**src/rtl/stat_pkg.sv**
```systemverilog
// Shared types and constants for the delta-statistics blocks.
// Word width, words per channel, header tag and scheduler states.
package stat_pkg;

  localparam int STAT_W       = 16;
  localparam int WORDS_PER_CH = 3;

  localparam logic [3:0] HDR_TAG = 4'hA;

  typedef enum logic {
    IDLE,
    SEND
  } state_t;

endpackage

```
**src/rtl/stat_readout_sched_if.sv**
```systemverilog
// Valid/ready readout stream toward the DAQ readout FIFO.
// master drives data/valid, slave drives ready.
interface stat_readout_sched_if;
  import stat_pkg::*;

  logic [STAT_W-1:0] out_data;
  logic              out_valid;
  logic              out_ready;

  modport master (
    output out_data,
    output out_valid,
    input  out_ready
  );

  modport slave (
    input  out_data,
    input  out_valid,
    output out_ready
  );

endinterface

```
**src/rtl/live_edge.sv**
```systemverilog
// Registered live-gate edge detector, async active-high reset.
// Single-cycle rise/fall pulses relative to the previous sample.
module live_edge (
  input  logic clk,
  input  logic rst,
  input  logic din,
  output logic rise,
  output logic fall
);

  logic pre_live;

  // remember last sampled gate level
  always_ff @(posedge clk or posedge rst) begin
    if (rst) pre_live <= 1'b0;
    else     pre_live <= din;
  end

  assign rise = din & ~pre_live;
  assign fall = pre_live & ~din;

endmodule

```
**src/rtl/stat_readout_sched.sv**
```systemverilog
// End-of-spill snapshot and round-robin readout of all channels.
// Optional header word enabled by STAT_READOUT_HDR_EN.
module stat_readout_sched
  import stat_pkg::*;
#(
  parameter int NCH = 4
) (
  input  logic                  clk,
  input  logic                  rst,
  input  logic                  in_live,
  input  logic [16*NCH-1:0]     ch_ndelta,
  input  logic [16*NCH-1:0]     ch_et_raw,
  input  logic [16*NCH-1:0]     ch_veto_raw,
  stat_readout_sched_if.master  out,
  output logic                  busy,
  output logic                  overrun,
  output logic [STAT_W-1:0]     spill_cnt
);

`ifdef STAT_READOUT_HDR_EN
  localparam int HDR = 1;
`else
  localparam int HDR = 0;
`endif

  localparam int NW = WORDS_PER_CH * NCH;
  localparam int W  = NW + HDR;
  localparam int IW = $clog2(W + 1);

  state_t state, state_d;

  logic [IW-1:0]     idx, idx_d;
  logic [STAT_W-1:0] snap [NW];
  logic [STAT_W-1:0] cur;
  logic              fall;
  logic              rise_unused;
  logic              cap;
  logic              done;

  live_edge u_edge (
    .clk  (clk),
    .rst  (rst),
    .din  (in_live),
    .rise (rise_unused),
    .fall (fall)
  );

  // next state: capture on fall, step index on each handshake
  always_comb begin
    state_d = state;
    idx_d   = idx;
    cap     = 1'b0;
    done    = 1'b0;
    unique case (state)
      IDLE: begin
        if (fall) begin
          cap     = 1'b1;
          idx_d   = '0;
          state_d = SEND;
        end
      end
      SEND: begin
        if (out.out_ready) begin
          if (idx == IW'(W - 1)) begin
            done    = 1'b1;
            idx_d   = '0;
            state_d = IDLE;
          end else begin
            idx_d = idx + 1'b1;
          end
        end
      end
      default: state_d = IDLE;
    endcase
  end

  // state, index, counters and sticky overrun
  always_ff @(posedge clk or posedge rst) begin
    if (rst) begin
      state     <= IDLE;
      idx       <= '0;
      spill_cnt <= '0;
      overrun   <= 1'b0;
    end else begin
      state <= state_d;
      idx   <= idx_d;
      if (done)
        spill_cnt <= spill_cnt + 1'b1;
      if (fall && state == SEND)
        overrun <= 1'b1;
    end
  end

  // snapshot bank, frozen outside the capture edge
  always_ff @(posedge clk or posedge rst) begin
    if (rst) begin
      for (int i = 0; i < NW; i++)
        snap[i] <= '0;
    end else if (cap) begin
      for (int k = 0; k < NCH; k++) begin
        snap[WORDS_PER_CH*k]     <= ch_ndelta[16*k +: 16];
        snap[WORDS_PER_CH*k + 1] <= ch_et_raw[16*k +: 16];
        snap[WORDS_PER_CH*k + 2] <= ch_veto_raw[16*k +: 16];
      end
    end
  end

  // word mux: header (if built in) then snapshot in order
  always_comb begin
    cur = '0;
    for (int i = 0; i < NW; i++)
      if (idx == IW'(i + HDR))
        cur = snap[i];
`ifdef STAT_READOUT_HDR_EN
    if (idx == '0)
      cur = {HDR_TAG, spill_cnt[11:0]};
`endif
  end

  assign busy          = (state == SEND);
  assign out.out_valid = busy;
  assign out.out_data  = busy ? cur : '0;

endmodule

```
**src/flat_wrapper.sv**
```systemverilog
// flat-port wrapper written by rule: the top's interface ports become plain ports
module stat_readout_sched_flat import stat_pkg::*;
#(
  parameter int NCH = 4
)
  (clk, rst, in_live, ch_ndelta, ch_et_raw, ch_veto_raw, busy, overrun, spill_cnt, out_out_data, out_out_valid, out_out_ready);
  stat_readout_sched_if out_i ();
  input  logic clk;
  input  logic rst;
  input  logic in_live;
  input  logic [16*NCH-1:0] ch_ndelta;
  input  logic [16*NCH-1:0] ch_et_raw;
  input  logic [16*NCH-1:0] ch_veto_raw;
  output logic busy;
  output logic overrun;
  output logic [STAT_W-1:0] spill_cnt;
  output wire logic [$bits(out_i.out_data)-1:0] out_out_data;
  output wire logic [$bits(out_i.out_valid)-1:0] out_out_valid;
  input wire logic [$bits(out_i.out_ready)-1:0] out_out_ready;
  assign out_out_data = out_i.out_data;
  assign out_out_valid = out_i.out_valid;
  assign out_i.out_ready = out_out_ready;
  stat_readout_sched #(.NCH(NCH)) u_core (.clk(clk), .rst(rst), .in_live(in_live), .ch_ndelta(ch_ndelta), .ch_et_raw(ch_et_raw), .ch_veto_raw(ch_veto_raw), .out(out_i), .busy(busy), .overrun(overrun), .spill_cnt(spill_cnt));
endmodule
```
**config.mk**
```make
export PLATFORM = sky130hd
export DESIGN_NAME = stat_readout_sched_flat
export DESIGN_NICKNAME = d
export VERILOG_FILES = /design/src/rtl/stat_pkg.sv /design/src/rtl/stat_readout_sched_if.sv /design/src/rtl/live_edge.sv /design/src/rtl/stat_readout_sched.sv /design/src/flat_wrapper.sv
export SDC_FILE = /design/constraint.sdc
export NUM_CORES = 1
export LEC_CHECK = 0
export CORE_UTILIZATION = 54
export DETAILED_ROUTE_END_ITERATION = 8
export GPL_ROUTABILITY_DRIVEN = 0
export HOLD_SLACK_MARGIN = 0.1
export PLACE_DENSITY = 0.88
export SETUP_SLACK_MARGIN = 0.02
export SLEW_MARGIN = 10
export SYNTH_ARGS = -nofsm -noshare
export SYNTH_HDL_FRONTEND = slang
export SYNTH_SLANG_ARGS = --single-unit
```
**constraint.sdc**
```tcl
create_clock -name clk -period 12.3 [get_ports clk]
set_input_delay 2.46 -clock clk [delete_from_list [all_inputs] [get_ports clk]]
set_output_delay 2.46 -clock clk [all_outputs]
set_load 0.01 [all_outputs]
```
# --- After elaboration in Yosys (flattened, before gate mapping) ---
# Cells that the tools add are included.
totals:
  out_inout_bits: 35
  input_bits: 196
  reg_bits: 215
  word_cells: 63
op_classes:
  add_sub_neg: 2
  muxes: 25
  reduce_logical: 3
  bitwise: 3
  n_eq_ne: 13
ops:
  columns: ["operator", "count"]
  rows:
  - ["two-way mux 16 bit", 13]
  - ["adder 16 x 1 -> 16 bit (second input constant)", 1]
  - ["== test 4 x 3 -> 1 bit (second input constant)", 4]
  - ["== test 4 bit (second input constant)", 4]
  - ["two-way mux 4 bit", 3]
  - ["== test 4 x 2 -> 1 bit (second input constant)", 2]
  - ["case mux 4 bit (2 select lines)", 1]
  - ["two-way mux 1 bit", 7]
  - ["adder 4 x 1 -> 4 bit (second input constant)", 1]
  - ["== test 4 x 1 -> 1 bit (second input constant)", 1]
  - ["logical NOT 4 bit", 1]
  - ["!= test 2 x 1 -> 1 bit (second input constant)", 1]
  - ["!= test 2 bit (second input constant)", 1]
  - ["inverter 1 bit", 2]
  - ["case mux 1 bit (2 select lines)", 1]
  - ["AND reduction 2 bit", 1]
  - ["bitwise AND 1 bit", 1]
  - ["logical AND 1 bit", 1]

# --- Depth between registers and ports, before layout ---
# Gate-level depths: netlist of run 1.
logic_depth:
  depth_word: 14
  ltp_mapped: 10
  ltp_nobuf: 7

# --- Modules after synthesis ---
# From an unflattened synthesis of run 1, not the netlist that was laid out.
unflattened:
  cells_unflattened: 819
  hier_area_um2: 10073.4
by_module_without_submodules:
  columns: ["module", "area_per_inst_um2", "instances", "cells_per_inst"]
  rows:
  - ["stat_readout_sched", 10029.6, 1, 815]
  - ["live_edge", 43.8, 1, 4]

# --- Least setup slack after synthesis of run 1 ---
# No wires, ideal clock.
synth_timing:
  path_kind: "reg-to-output"
  start: "reg u_core.idx[0]"
  end: "out out_out_data[11]"
  required_time_ps: 9840
  path_buffers: 2
  t_arrival_ps: 1903
  stages_incl_launch_ff: 10
  path_slack_ps: 7937
  cell_sequence: "dfrtp_1 > inv_1 > ha_1 > buf_6 > nor2b_4 > buf_6 > a221oi_1 > nor3_1 > a2111oi_0 > o32ai_1"
synth_between:
  elab_chain_len: 14
  elab_cells_between_ends: 25
synth_lines:
  columns: ["item", "line", "source"]
  rows:
  - ["start, declared", "stat_readout_sched.sv:32", "logic [IW-1:0] idx, idx_d;"]
  - ["start signal, assigned", "stat_readout_sched.sv:86", "idx <= idx_d;"]
  - ["logical NOT 4 bit", "stat_readout_sched.sv:112", "if (idx == IW'(i + HDR))"]
  - ["two-way mux 16 bit (11 in series)", "stat_readout_sched.sv:112", null]
  - ["two-way mux 16 bit *", "stat_readout_sched.sv:112", null]
  - ["two-way mux 16 bit *", "stat_readout_sched.sv:122", "assign out.out_data = busy ? cur : '0;"]
  - ["end, declared", "flat_wrapper.sv:17", "output wire logic [$bits(out_i.out_data)-1:0] out_out_data;"]
# Every way passes the cells marked *; elsewhere a longest branch is shown, timed or not.

# --- Worst setup path after layout of run 1 ---
layout_timing:
  start: "reg u_core.idx[0]"
  end: "out out_out_data[2]"
# Same word-level chain as after synthesis.

==> metrics.txt, run 1 <==
number of placed cells counting well taps=1247; Syn Nets=approximately 1000; Total Negative Setup Slacks=0 ns; die extent in x=138 um; number of buffers inserted by post-CTS setup repair=0; post-synthesis sequential area ratio=0.537; Synth async-reset ratio=1.00; CP max FO=25; wire length of the first global-routing pass=44200 um; static leakage=5.53 nW; initial detailed-routing violation count=701; worst-margin pin slew=between 1 and 1.5 ns; io pins=231; setup slack at placement=approximately 6.2 ns; num rows=between 40 and 50; internal power consumption=0.00202 W; worst reg2reg path depth=4; most used cells in the layout excluding fill and tap cells=sky130_fd_sc_hd__clkdlybuf4s50_1 (230), sky130_fd_sc_hd__dfrtp_1 (215), sky130_fd_sc_hd__mux2_2 (177); cells taking the most area after synthesis=sky130_fd_sc_hd__dfrtp_1 (54%), sky130_fd_sc_hd__mux2_2 (20%), sky130_fd_sc_hd__a21oi_1 (2.6%); Final Hold Viols=0; signal arrival time at the worst endpoint=4.47 ns; kind of end point of the critical path=primary output; clock buffer count from CTS=23; number of sinks handled by clock tree synthesis=approximately 220; via count of the routed design=7849; worst hold path startpoint=u_core.overrun; portion of total power attributed to the clock network=0.237; vertical die dimension=138 um; all-layer global routing usage=0.300; layout-stage area growth over the synthesis result=31.5%; leftover overflow at the end of global routing=0; post-cts gate resize count=0; total net switching power=0.00104 W; number of H-tree levels=1; r2r setup slk=9.44 ns; post-synth design cell area=0.0100 mm2; worst min-delay path endpoint=u_core.overrun; Worst Path Class, Setup=reg2out; clock-pin slew on the worst setup and hold paths=about 0.06 ns; antenna violations before repair=1; class of the tightest hold or removal check=reg2reg; largest area contributor in the synthesized netlist=sky130_fd_sc_hd__dfrtp_1; Distinct cells, synth=between 40 and 50; synthesized area divided by synthesized cell count=11.9 um2; Synth top area share=0.537; DRC viols=34; startpoint class of the critical path=register; R2R Path End=u_core.spill_cnt[1]; Max Fclk=0.144 GHz; final worst path period need=6.93 ns; layout cells sized above 1=0.220; status=complete, but fails checks; areal power density over the cells=roughly 230 mW/mm2; highest ir drop seen on vdd=0.000106 V; number of hold buffers added after cts=0; fraction of power spent switching nets=0.340; hold-critical path depth=1; cell at the root of the clock tree=sky130_fd_sc_hd__clkbuf_16; part of the power in registers=0.405; Post-Synthesis Cells=843; FF+latch count, synth=215; data required time of the critical path=9.84 ns; TritonCTS clock tree=yes; die footprint=~0.019 mm2; final period utilization=0.563; most common cell after layout, fill and taps aside=sky130_fd_sc_hd__clkdlybuf4s50_1; detailed-router iteration count before antenna repair=7; number of synthesized flops with an enable pin=0; via count of the first global-routing pass=between 7000 and 8000; final worst clock skew=0.0131 ns; setup repair after global routing missed its margin=false; violations in the final reports=DRC; Setup WS post-layout=roughly 5.4 ns; DRT Wirelength=about 28000 um; prevailing post-synth register cell=sky130_fd_sc_hd__dfrtp_1; placeable core region=~0.018 mm2; Max transition margin=0.195; vias per std cell=about 6.1; combinational share of power=0.358; largest net degree at the start of global routing=211; Final setup viols=0; worst flop-to-flop path startpoint=u_core.idx[0]; number of maximum-capacitance violations=0; yosys synthesis warning count=0; Clk Latency, worst-skew pair=0.52 ns; average wire per cell in the routed design=21.9 um; dpl hpwl=19900 um; clock tree buffer depth=3; max-slew violations=0; nets=1244; port buffer count=230; number of nets with antenna violations after routing=0; final instance count without filler cells=around 1300; starting density of the core=0.554
-- state kept, by name, indices dropped and copies added, names as in the netlist --
register	cells
u_core.spill_cnt	16
u_core.overrun	1
u_core.idx	4
u_core.busy	1
u_core.snap	192
u_core.u_edge.pre_live	1
-- power groups by stage --
| stage | combinational (W) | clock [W] | sequential (W) |
|---|---|---|---|
| after global routing | 0.00116 | 0.000762 | 0.00127 |
| after detailed placement | 0.00107 | 0 | 0.00124 |
| after CTS | 0.00108 | 0.000731 | 0.00123 |
| after global placement | 0.00104 | 0 | 0.00123 |
| after floorplan | 0.000712 | 0 | 0.00115 |
| final | 0.00110 | 0.000727 | 0.00124 |
-- metal layers --
layer	vias up	wire [um]	track usage
li1	3464	-	-
met1	3830	11500	0.407
met2	455	12800	0.455
met3	100	2400	0.0620
met4	0	1570	0.170
met5	-	0	0
-- through the flow --
stage / area, um2 / util / hold WS (ns) / power [W]
3_5_place_dp: 12400 / 0.684 / 0.452 / 0.00231
6_report: 13200 / 0.728 / 0.469 / 0.00306
3_3_place_gp: 12400 / 0.684 / 0.437 / 0.00226
5_1_grt: 13200 / 0.728 / 0.492 / 0.00319
2_1_floorplan: 10000 / - / 0.472 / 0.00186
4_1_cts: 13200 / 0.727 / 0.465 / 0.00304
-- layout make-up --
class / count / area (um2)
Sequential cell: 215 / 5380
Fill cell: 1186 / 4930
Multi-Input combinational cell: 544 / 4240
Timing Repair Buffer: 237 / 2370
Clock buffer: 27 / 611
Tap cell: 229 / 287
Clock inverter: 14 / 183
Inverter: 22 / 90.1
Antenna cell: 1 / 2.50
-- worst max path at each step --
stage                              from          endpoint  slack, ns
after floorplan                     rst       u_core.busy       3.96
after global placement    u_core.idx[0]  out_out_data[15]       6.44
after detailed placement  u_core.idx[0]   out_out_data[2]       6.20
after CTS                 u_core.idx[0]   out_out_data[2]       5.63
after global routing      u_core.idx[0]   out_out_data[2]       5.19
final                     u_core.idx[0]   out_out_data[2]       5.37
-- cells by family after synthesis --
kind of cell    after synthesis  share of synthesized area
compound gates              208                      0.135
xor+xnor                     15                     0.0139
fa+ha+maj                     5                    0.00625
buf+inv                      84                     0.0400
flops                       215                      0.537
mux                         177                      0.199
simple gates                139                     0.0681
-- synth_stat cells, types with 3 or more instances --
cell type                     n
sky130_fd_sc_hd__and3_1       4
sky130_fd_sc_hd__o221ai_1    20
sky130_fd_sc_hd__nand3b_1     9
sky130_fd_sc_hd__mux2_2     177
sky130_fd_sc_hd__ha_1         5
sky130_fd_sc_hd__o21a_1      13
sky130_fd_sc_hd__buf_2       38
sky130_fd_sc_hd__clkbuf_1    16
sky130_fd_sc_hd__dfrtp_1    215
sky130_fd_sc_hd__a21oi_1     52
sky130_fd_sc_hd__nand2_1     64
sky130_fd_sc_hd__nand2b_1     4
sky130_fd_sc_hd__nor2_1      27
sky130_fd_sc_hd__buf_6        4
sky130_fd_sc_hd__o22ai_1      9
sky130_fd_sc_hd__a211oi_1    13
sky130_fd_sc_hd__nor2b_1      5
sky130_fd_sc_hd__a2111oi_0   10
sky130_fd_sc_hd__nand4_1      3
sky130_fd_sc_hd__inv_1       22
sky130_fd_sc_hd__o21ai_0     35
sky130_fd_sc_hd__nor3_1       4
sky130_fd_sc_hd__a22oi_1     16
sky130_fd_sc_hd__xnor2_1      9
sky130_fd_sc_hd__nand3_1      8
sky130_fd_sc_hd__a21o_1       9
sky130_fd_sc_hd__xor2_1       5
sky130_fd_sc_hd__a31oi_1     21
-- critical path: stages (launching register included) --
cell and delay [ns]:
sky130_fd_sc_hd__dfrtp_1 0.46, sky130_fd_sc_hd__ha_1 0.79, sky130_fd_sc_hd__inv_1 0.49, sky130_fd_sc_hd__o221ai_1 0.33, sky130_fd_sc_hd__a31oi_1 0.06, sky130_fd_sc_hd__a2111oi_0 1.05, sky130_fd_sc_hd__a211oi_1 0.22, sky130_fd_sc_hd__clkdlybuf4s50_1 0.55
No activity file was read; power rests on OpenSTA's default activity.
==> inputs of run 2 (changes only) <==
CORE_UTILIZATION = 51   (was 54)
PLACE_DENSITY = 0.84   (was 0.88)
clock period = 6.9 ns   (was 12.3 ns; I/O delays follow)
==> metrics.txt, run 2 (synthesized netlist as in run 1, its figures left out) <==
status=completed (was complete, but fails checks); number of hold buffers added after cts=0 (unchanged); most used cells in the layout excluding fill and tap cells=sky130_fd_sc_hd__clkdlybuf4s50_1 (230), sky130_fd_sc_hd__dfrtp_1 (215), sky130_fd_sc_hd__mux2_2 (177) (unchanged); starting density of the core=0.528 (was 0.554); part of the power in registers=0.418 (was 0.405); final worst path period need=slightly below 6 ns; num rows=50 (was 49); Max Fclk=between 0.15 and 0.2 GHz; number of buffers and inverters on the critical path=2 (unchanged); class of the tightest hold or removal check=reg2reg (unchanged); Clk Latency, worst-skew pair=0.51 ns (was 0.52 ns); detailed-router iteration count before antenna repair=6 (was 7); setup repair after global routing missed its margin=false (unchanged); number of nets with antenna violations after routing=0 (unchanged); Final Hold Viols=0 (unchanged); static leakage=5.51 nW (was 5.53 nW); final instance count without filler cells=1321 (was 1289); Max transition margin=0.343 (was 0.195); Setup WS post-layout=1.08 ns (was 5.37 ns); average wire per cell in the routed design=21.7 um (was 21.9 um); max-slew violations=0 (unchanged); Final Hold Slack=0.470 ns (was 0.469 ns); layout-stage area growth over the synthesis result=31.3% (was 31.5%); worst flop-to-flop path startpoint=u_core.idx[0] (unchanged); kind of end point of the critical path=primary output (unchanged); hold-critical path depth=1 (unchanged); portion of total power attributed to the clock network=0.220 (was 0.237); clock-pin slew on the worst setup and hold paths=0.06 ns (about the same); Top Registers=u_core.snap: 192 flops, u_core.spill_cnt: 16 flops, u_core.idx: 4 flops (unchanged); CP max FO=50 (was 25); cell at the root of the clock tree=sky130_fd_sc_hd__clkbuf_16 (unchanged); DRT Wirelength=28600 um (was 28200 um); category of cells accounting for the largest share of critical-path delay=compound AO/OA/AOI/OAI gates (unchanged); worst reg2reg path depth=4 (unchanged); final period utilization=0.844; startpoint class of the critical path=register (unchanged); Total Negative Setup Slacks=0 ns (unchanged); number of antenna diodes=0 (was 1); setup slack at placement=1.90 ns (was 6.20 ns); die extent in x=142 um (was 138 um); DRC viols=0 (was 34); placeable core region=0.0190 mm2 (was 0.0181 mm2); signal arrival time at the worst endpoint=4.44 ns (was 4.47 ns); clock buffer count from CTS=23 (unchanged); dpl hpwl=20600 um (was 19900 um); wire length of the first global-routing pass=43700 um (was 44200 um); initial detailed-routing violation count=739 (was 701); layout cells sized above 1=0.221 (was 0.220); number of sinks handled by clock tree synthesis=215 (unchanged); combinational share of power=0.363 (was 0.358); vertical die dimension=142 um (was 138 um); internal power consumption=0.00352 W (was 0.00202 W); largest net degree at the start of global routing=115 (was 211); via count of the first global-routing pass=7651 (was 7946); nets=1246 (was 1244); areal power density over the cells=408 mW/mm2 (was 233 mW/mm2); vias per std cell=5.93 (was 6.09); antenna violations before repair=0 (was 1); R2R Path End=u_core.spill_cnt[1] (unchanged); most common cell after layout, fill and taps aside=sky130_fd_sc_hd__clkdlybuf4s50_1 (unchanged); r2r setup slk=4.08 ns (was 9.44 ns); number of buffers inserted by post-CTS setup repair=0 (unchanged); final core utilization=0.693 (was 0.728); clock tree buffer depth=3 (unchanged); io pins=231 (unchanged); Worst Path Class, Setup=reg2out (unchanged); worst min-delay path endpoint=u_core.overrun (unchanged); crit-path cells=inv_1 -> ha_2 -> nand2b_1 -> o221ai_1 -> a31oi_1 -> a2111oi_0 -> a211oi_1 -> clkdlybuf4s50_1 (was ha_1 -> inv_1 -> o221ai_1 -> a31oi_1 -> a2111oi_0 -> a211oi_1 -> clkdlybuf4s50_1); worst-margin pin slew=0.983 ns (was 1.18 ns); die footprint=0.0202 mm2 (was 0.0191 mm2); number of placed cells counting well taps=1280 (was 1247); leftover overflow at the end of global routing=0 (unchanged); port buffer count=230 (unchanged); TritonCTS clock tree=yes (unchanged); number of maximum-capacitance violations=0 (unchanged); largest register by flop count=u_core.snap (unchanged); slowest cell on the critical path=sky130_fd_sc_hd__a2111oi_0 (unchanged); highest ir drop seen on vdd=0.000248 V (was 0.000106 V); post-cts gate resize count=0 (unchanged); data required time of the critical path=5.52 ns (was 9.84 ns); all-layer global routing usage=0.285 (was 0.300); worst hold path startpoint=u_core.overrun (unchanged); Final setup viols=0 (unchanged); total net switching power=0.00185 W (was 0.00104 W); final worst clock skew=0.00745 ns (was 0.0131 ns); fraction of power spent switching nets=0.345 (was 0.340); number of H-tree levels=1 (unchanged); via count of the routed design=7832 (was 7849); biggest cell delay along the critical path=0.86 ns (was 1.05 ns); number of flip-flops under the largest register name=192 (unchanged)
==> run 2: cell types whose count changed in the layout (fill, tap and decap cells not counted), sizes merged <==
cell,delta
clkinv,-2
buf,+2
clkbuf,+7
inv,-1
bufinv,-4
diode,-1
==> run 2: power by group through the flow <==
stage	registers (W)	clock network, W	logic [W]
6_report	0.00224	0.00118	0.00195
5_1_grt	0.00229	0.00124	0.00207
4_1_cts	0.00222	0.00119	0.00192
3_5_place_dp	0.00223	0	0.00190
3_3_place_gp	0.00223	0	0.00183
2_1_floorplan	0.00205	0	0.00127
==> run 2: worst register-to-register path, cell delays in order, from the launching register on <==
cell and delay [ns]:
sky130_fd_sc_hd__dfrtp_1 0.47, sky130_fd_sc_hd__ha_1 0.76, sky130_fd_sc_hd__nand2_1 0.64, sky130_fd_sc_hd__nor2_1 0.45, sky130_fd_sc_hd__mux2_2 0.37
==> run 2: layout make-up <==
cell class / instances / area (um2)
timing repair buffer: 239 / 2380
multi-input combinational: 544 / 4240
inverter: 22 / 86.3
clock buffer: 34 / 687
clock inverter: 7 / 41.3
fill: 1331 / 5810
tap: 260 / 325
sequential: 215 / 5380
==> run 2: per-stage QoR <==
| step | instance area, um2 | total power (W) |
|---|---|---|
| 6_report | 13100 | 0.00537 |
| 5_1_grt | 13100 | 0.00559 |
| 4_1_cts | 13100 | 0.00533 |
| 3_5_place_dp | 12400 | 0.00413 |
| 3_3_place_gp | 12400 | 0.00406 |
| 2_1_floorplan | 10000 | 0.00332 |
==> run 2: worst max-delay path by stage <==
| stage | startpoint | to | slack [ns] | depth (start not counted) |
|---|---|---|---|---|
| floorplan | rst | u_core.busy | 2.72 | 1 |
| CTS | u_core.idx[0] | out_out_data[1] | 1.33 | 8 |
| finish | u_core.idx[0] | out_out_data[2] | 1.08 | 8 |
| global route | u_core.idx[0] | out_out_data[2] | 0.95 | 8 |
| global placement | u_core.idx[0] | out_out_data[1] | 1.96 | 8 |
| detailed placement | u_core.idx[0] | out_out_data[1] | 1.90 | 8 |
==> run 2: per-layer routing <==
metal | global-route usage | share of wire
met3 | 0.0424 | 0.076
met1 | 0.399 | 0.42
met4 | 0.118 | 0.044
met2 | 0.445 | 0.46
met5 | 0 | 0
==> inputs of run 3 (changes only) <==
CORE_UTILIZATION = 46   (was 51)
PLACE_DENSITY = 0.8   (was 0.84)
clock period = 4.75 ns   (was 6.9 ns; I/O delays follow)
==> metrics.txt, run 3 (synthesized netlist as in run 1, its figures left out) <==
number of buffers inserted by post-CTS setup repair=0 (unchanged); number of H-tree levels=1 (unchanged); average wire per cell in the routed design=21.3 um (was 21.7 um); Final setup viols=0 (unchanged); Total Negative Setup Slacks=0 ns (unchanged); number of flip-flops under the largest register name=192 (unchanged); port buffer count=230 (unchanged); layout cells sized above 1=0.221 (about the same); number of sinks handled by clock tree synthesis=215 (unchanged); status=completed (unchanged); category of cells accounting for the largest share of critical-path delay=compound AO/OA/AOI/OAI gates (unchanged); Max transition margin=0.356 (was 0.343); highest ir drop seen on vdd=0.000306 V (was 0.000248 V); most common cell after layout, fill and taps aside=sky130_fd_sc_hd__clkdlybuf4s50_1 (unchanged); hold-critical path depth=1 (unchanged); data required time of the critical path=3.80 ns (was 5.52 ns); number of buffers and inverters on the critical path=3 (was 2); Top Registers=u_core.snap: 192 flops, u_core.spill_cnt: 16 flops, u_core.idx: 4 flops (unchanged); largest register by flop count=u_core.snap (unchanged); all-layer global routing usage=0.259 (was 0.285); largest net degree at the start of global routing=114 (was 115); signal arrival time at the worst endpoint=3.79 ns (was 4.44 ns); worst hold path startpoint=u_core.overrun (unchanged); DRC viols=0 (unchanged); areal power density over the cells=590 mW/mm2 (was 408 mW/mm2); initial detailed-routing violation count=595 (was 739); clock-pin slew on the worst setup and hold paths=0.06 ns (about the same); static leakage=5.54 nW (was 5.51 nW); DRT Wirelength=28500 um (was 28600 um); CP max FO=31 (was 50); most used cells in the layout excluding fill and tap cells=sky130_fd_sc_hd__clkdlybuf4s50_1 (230), sky130_fd_sc_hd__dfrtp_1 (215), sky130_fd_sc_hd__mux2_2 (177) (unchanged); clock tree buffer depth=3 (unchanged); Clk Latency, worst-skew pair=0.52 ns (was 0.51 ns); slowest cell on the critical path=sky130_fd_sc_hd__a2111oi_0 (unchanged); clock buffer count from CTS=24 (was 23); die footprint=0.0224 mm2 (was 0.0202 mm2); R2R Path End=u_core.spill_cnt[1] (unchanged); leftover overflow at the end of global routing=0 (unchanged); starting density of the core=0.473 (was 0.528); max-slew violations=0 (unchanged); die extent in x=150 um (was 142 um); TritonCTS clock tree=yes (unchanged); final instance count without filler cells=1340 (was 1321); via count of the routed design=7756 (was 7832); number of hold buffers added after cts=0 (unchanged); num rows=53 (was 50); crit-path cells=inv_1 -> ha_2 -> buf_4 -> nand3b_1 -> a31oi_1 -> a2111oi_0 -> a211oi_1 -> clkdlybuf4s50_1 (was inv_1 -> ha_2 -> nand2b_1 -> o221ai_1 -> a31oi_1 -> a2111oi_0 -> a211oi_1 -> clkdlybuf4s50_1); setup repair after global routing missed its margin=false (unchanged); via count of the first global-routing pass=7757 (was 7651); Worst Path Class, Setup=reg2out (unchanged); final worst path period need=4.74 ns; kind of end point of the critical path=primary output (unchanged); final period utilization=0.997; class of the tightest hold or removal check=reg2reg (unchanged); number of placed cells counting well taps=1301 (was 1280); number of nets with antenna violations after routing=0 (unchanged); startpoint class of the critical path=register (unchanged); number of maximum-capacitance violations=0 (unchanged); wire length of the first global-routing pass=43800 um (was 43700 um); worst flop-to-flop path startpoint=u_core.idx[0] (unchanged); cell at the root of the clock tree=sky130_fd_sc_hd__clkbuf_16 (unchanged); number of filler cells placed in the layout=1644 (was 1331); layout-stage area growth over the synthesis result=32.2% (was 31.3%); detailed-router iteration count before antenna repair=5 (was 6); placeable core region=0.0212 mm2 (was 0.0190 mm2); biggest cell delay along the critical path=0.85 ns (was 0.86 ns); worst reg2reg path depth=5 (was 4); io pins=231 (unchanged); final worst clock skew=0.0152 ns (was 0.00745 ns); Final Hold Viols=0 (unchanged); dpl hpwl=20800 um (was 20600 um); number of antenna diodes=0 (unchanged); vertical die dimension=150 um (was 142 um); r2r setup slk=2.35 ns (was 4.08 ns); Max Fclk=~0.21 GHz; nets=1253 (was 1246); antenna violations before repair=0 (unchanged); worst min-delay path endpoint=u_core.overrun (unchanged); vias per std cell=5.79 (was 5.93); worst-margin pin slew=0.942 ns (was 0.983 ns)
## run 3: cell types whose count changed in the layout (fill, tap and decap cells not counted), sizes merged
| cell | change |
|---|---|
| buf | +6 |
| clkbuf | +3 |
| clkinvlp | -1 |
| clkinv | -4 |
## run 3: where the power goes
group          total [W]  leakage, nW  internal, W  switching [W]
logic            0.00286         2.52      0.00148        0.00138
registers        0.00322         2.67      0.00266       0.000567
clock network    0.00173        0.355      0.00102       0.000707
total            0.00781         5.54      0.00515        0.00265
## run 3: layout make-up
type | count | area, um2 | area share
flip-flops and latches | 215 | 5380 | 0.407
multi-input cells | 544 | 4250 | 0.321
repair buffers | 245 | 2450 | 0.185
clock buffers | 37 | 711 | 0.0537
well taps | 275 | 344 | 0.0260
inverters | 22 | 86.3 | 0.00652
clock inverters | 2 | 13.8 | 0.00104
## run 3: per-layer routing
layer | GRT usage | vias to the layer above | wire length (um)
li1 | - | 3473 | -
met1 | 0.373 | 3800 | 12400
met2 | 0.374 | 402 | 12600
met3 | 0.0463 | 81 | 2220
met4 | 0.126 | 0 | 1340
met5 | 0 | - | 0
## run 3: worst max path at each step
| stage | endpoint | from | slack, ns | depth (start not counted) |
|---|---|---|---|---|
| floorplan | u_core.busy | rst | 1.00 | 1 |
| global placement | out_out_data[15] | u_core.idx[0] | 0.74 | 7 |
| detailed placement | out_out_data[15] | u_core.idx[0] | 0.62 | 7 |
| CTS | out_out_data[15] | u_core.idx[0] | 0.05 | 7 |
| global route | out_out_data[5] | u_core.idx[1] | 0.05 | 8 |
| finish | out_out_data[0] | u_core.idx[1] | 0.01 | 8 |
## run 3: what timing repair did
action / 4_1_cts / 5_1_grt
gates resized for setup: 1 / 2
endpoints found under the hold margin: 0 / 0
setup endpoints to repair: 1 / 5
## run 3: stage by stage
stage | power, W | setup slack [ns] | hold WS, ns | instance area (um2) | utilization
after global placement | 0.00594 | 0.735 | 0.440 | 12500 | 0.591
after floorplan | 0.00482 | 1.00 | 0.472 | 10000 | -
after global routing | 0.00818 | 0.0541 | 0.490 | 13200 | 0.626
after detailed placement | 0.00603 | 0.618 | 0.444 | 12500 | 0.591
after CTS | 0.00779 | 0.0489 | 0.457 | 13200 | 0.625
final | 0.00781 | 0.0128 | 0.454 | 13200 | 0.626
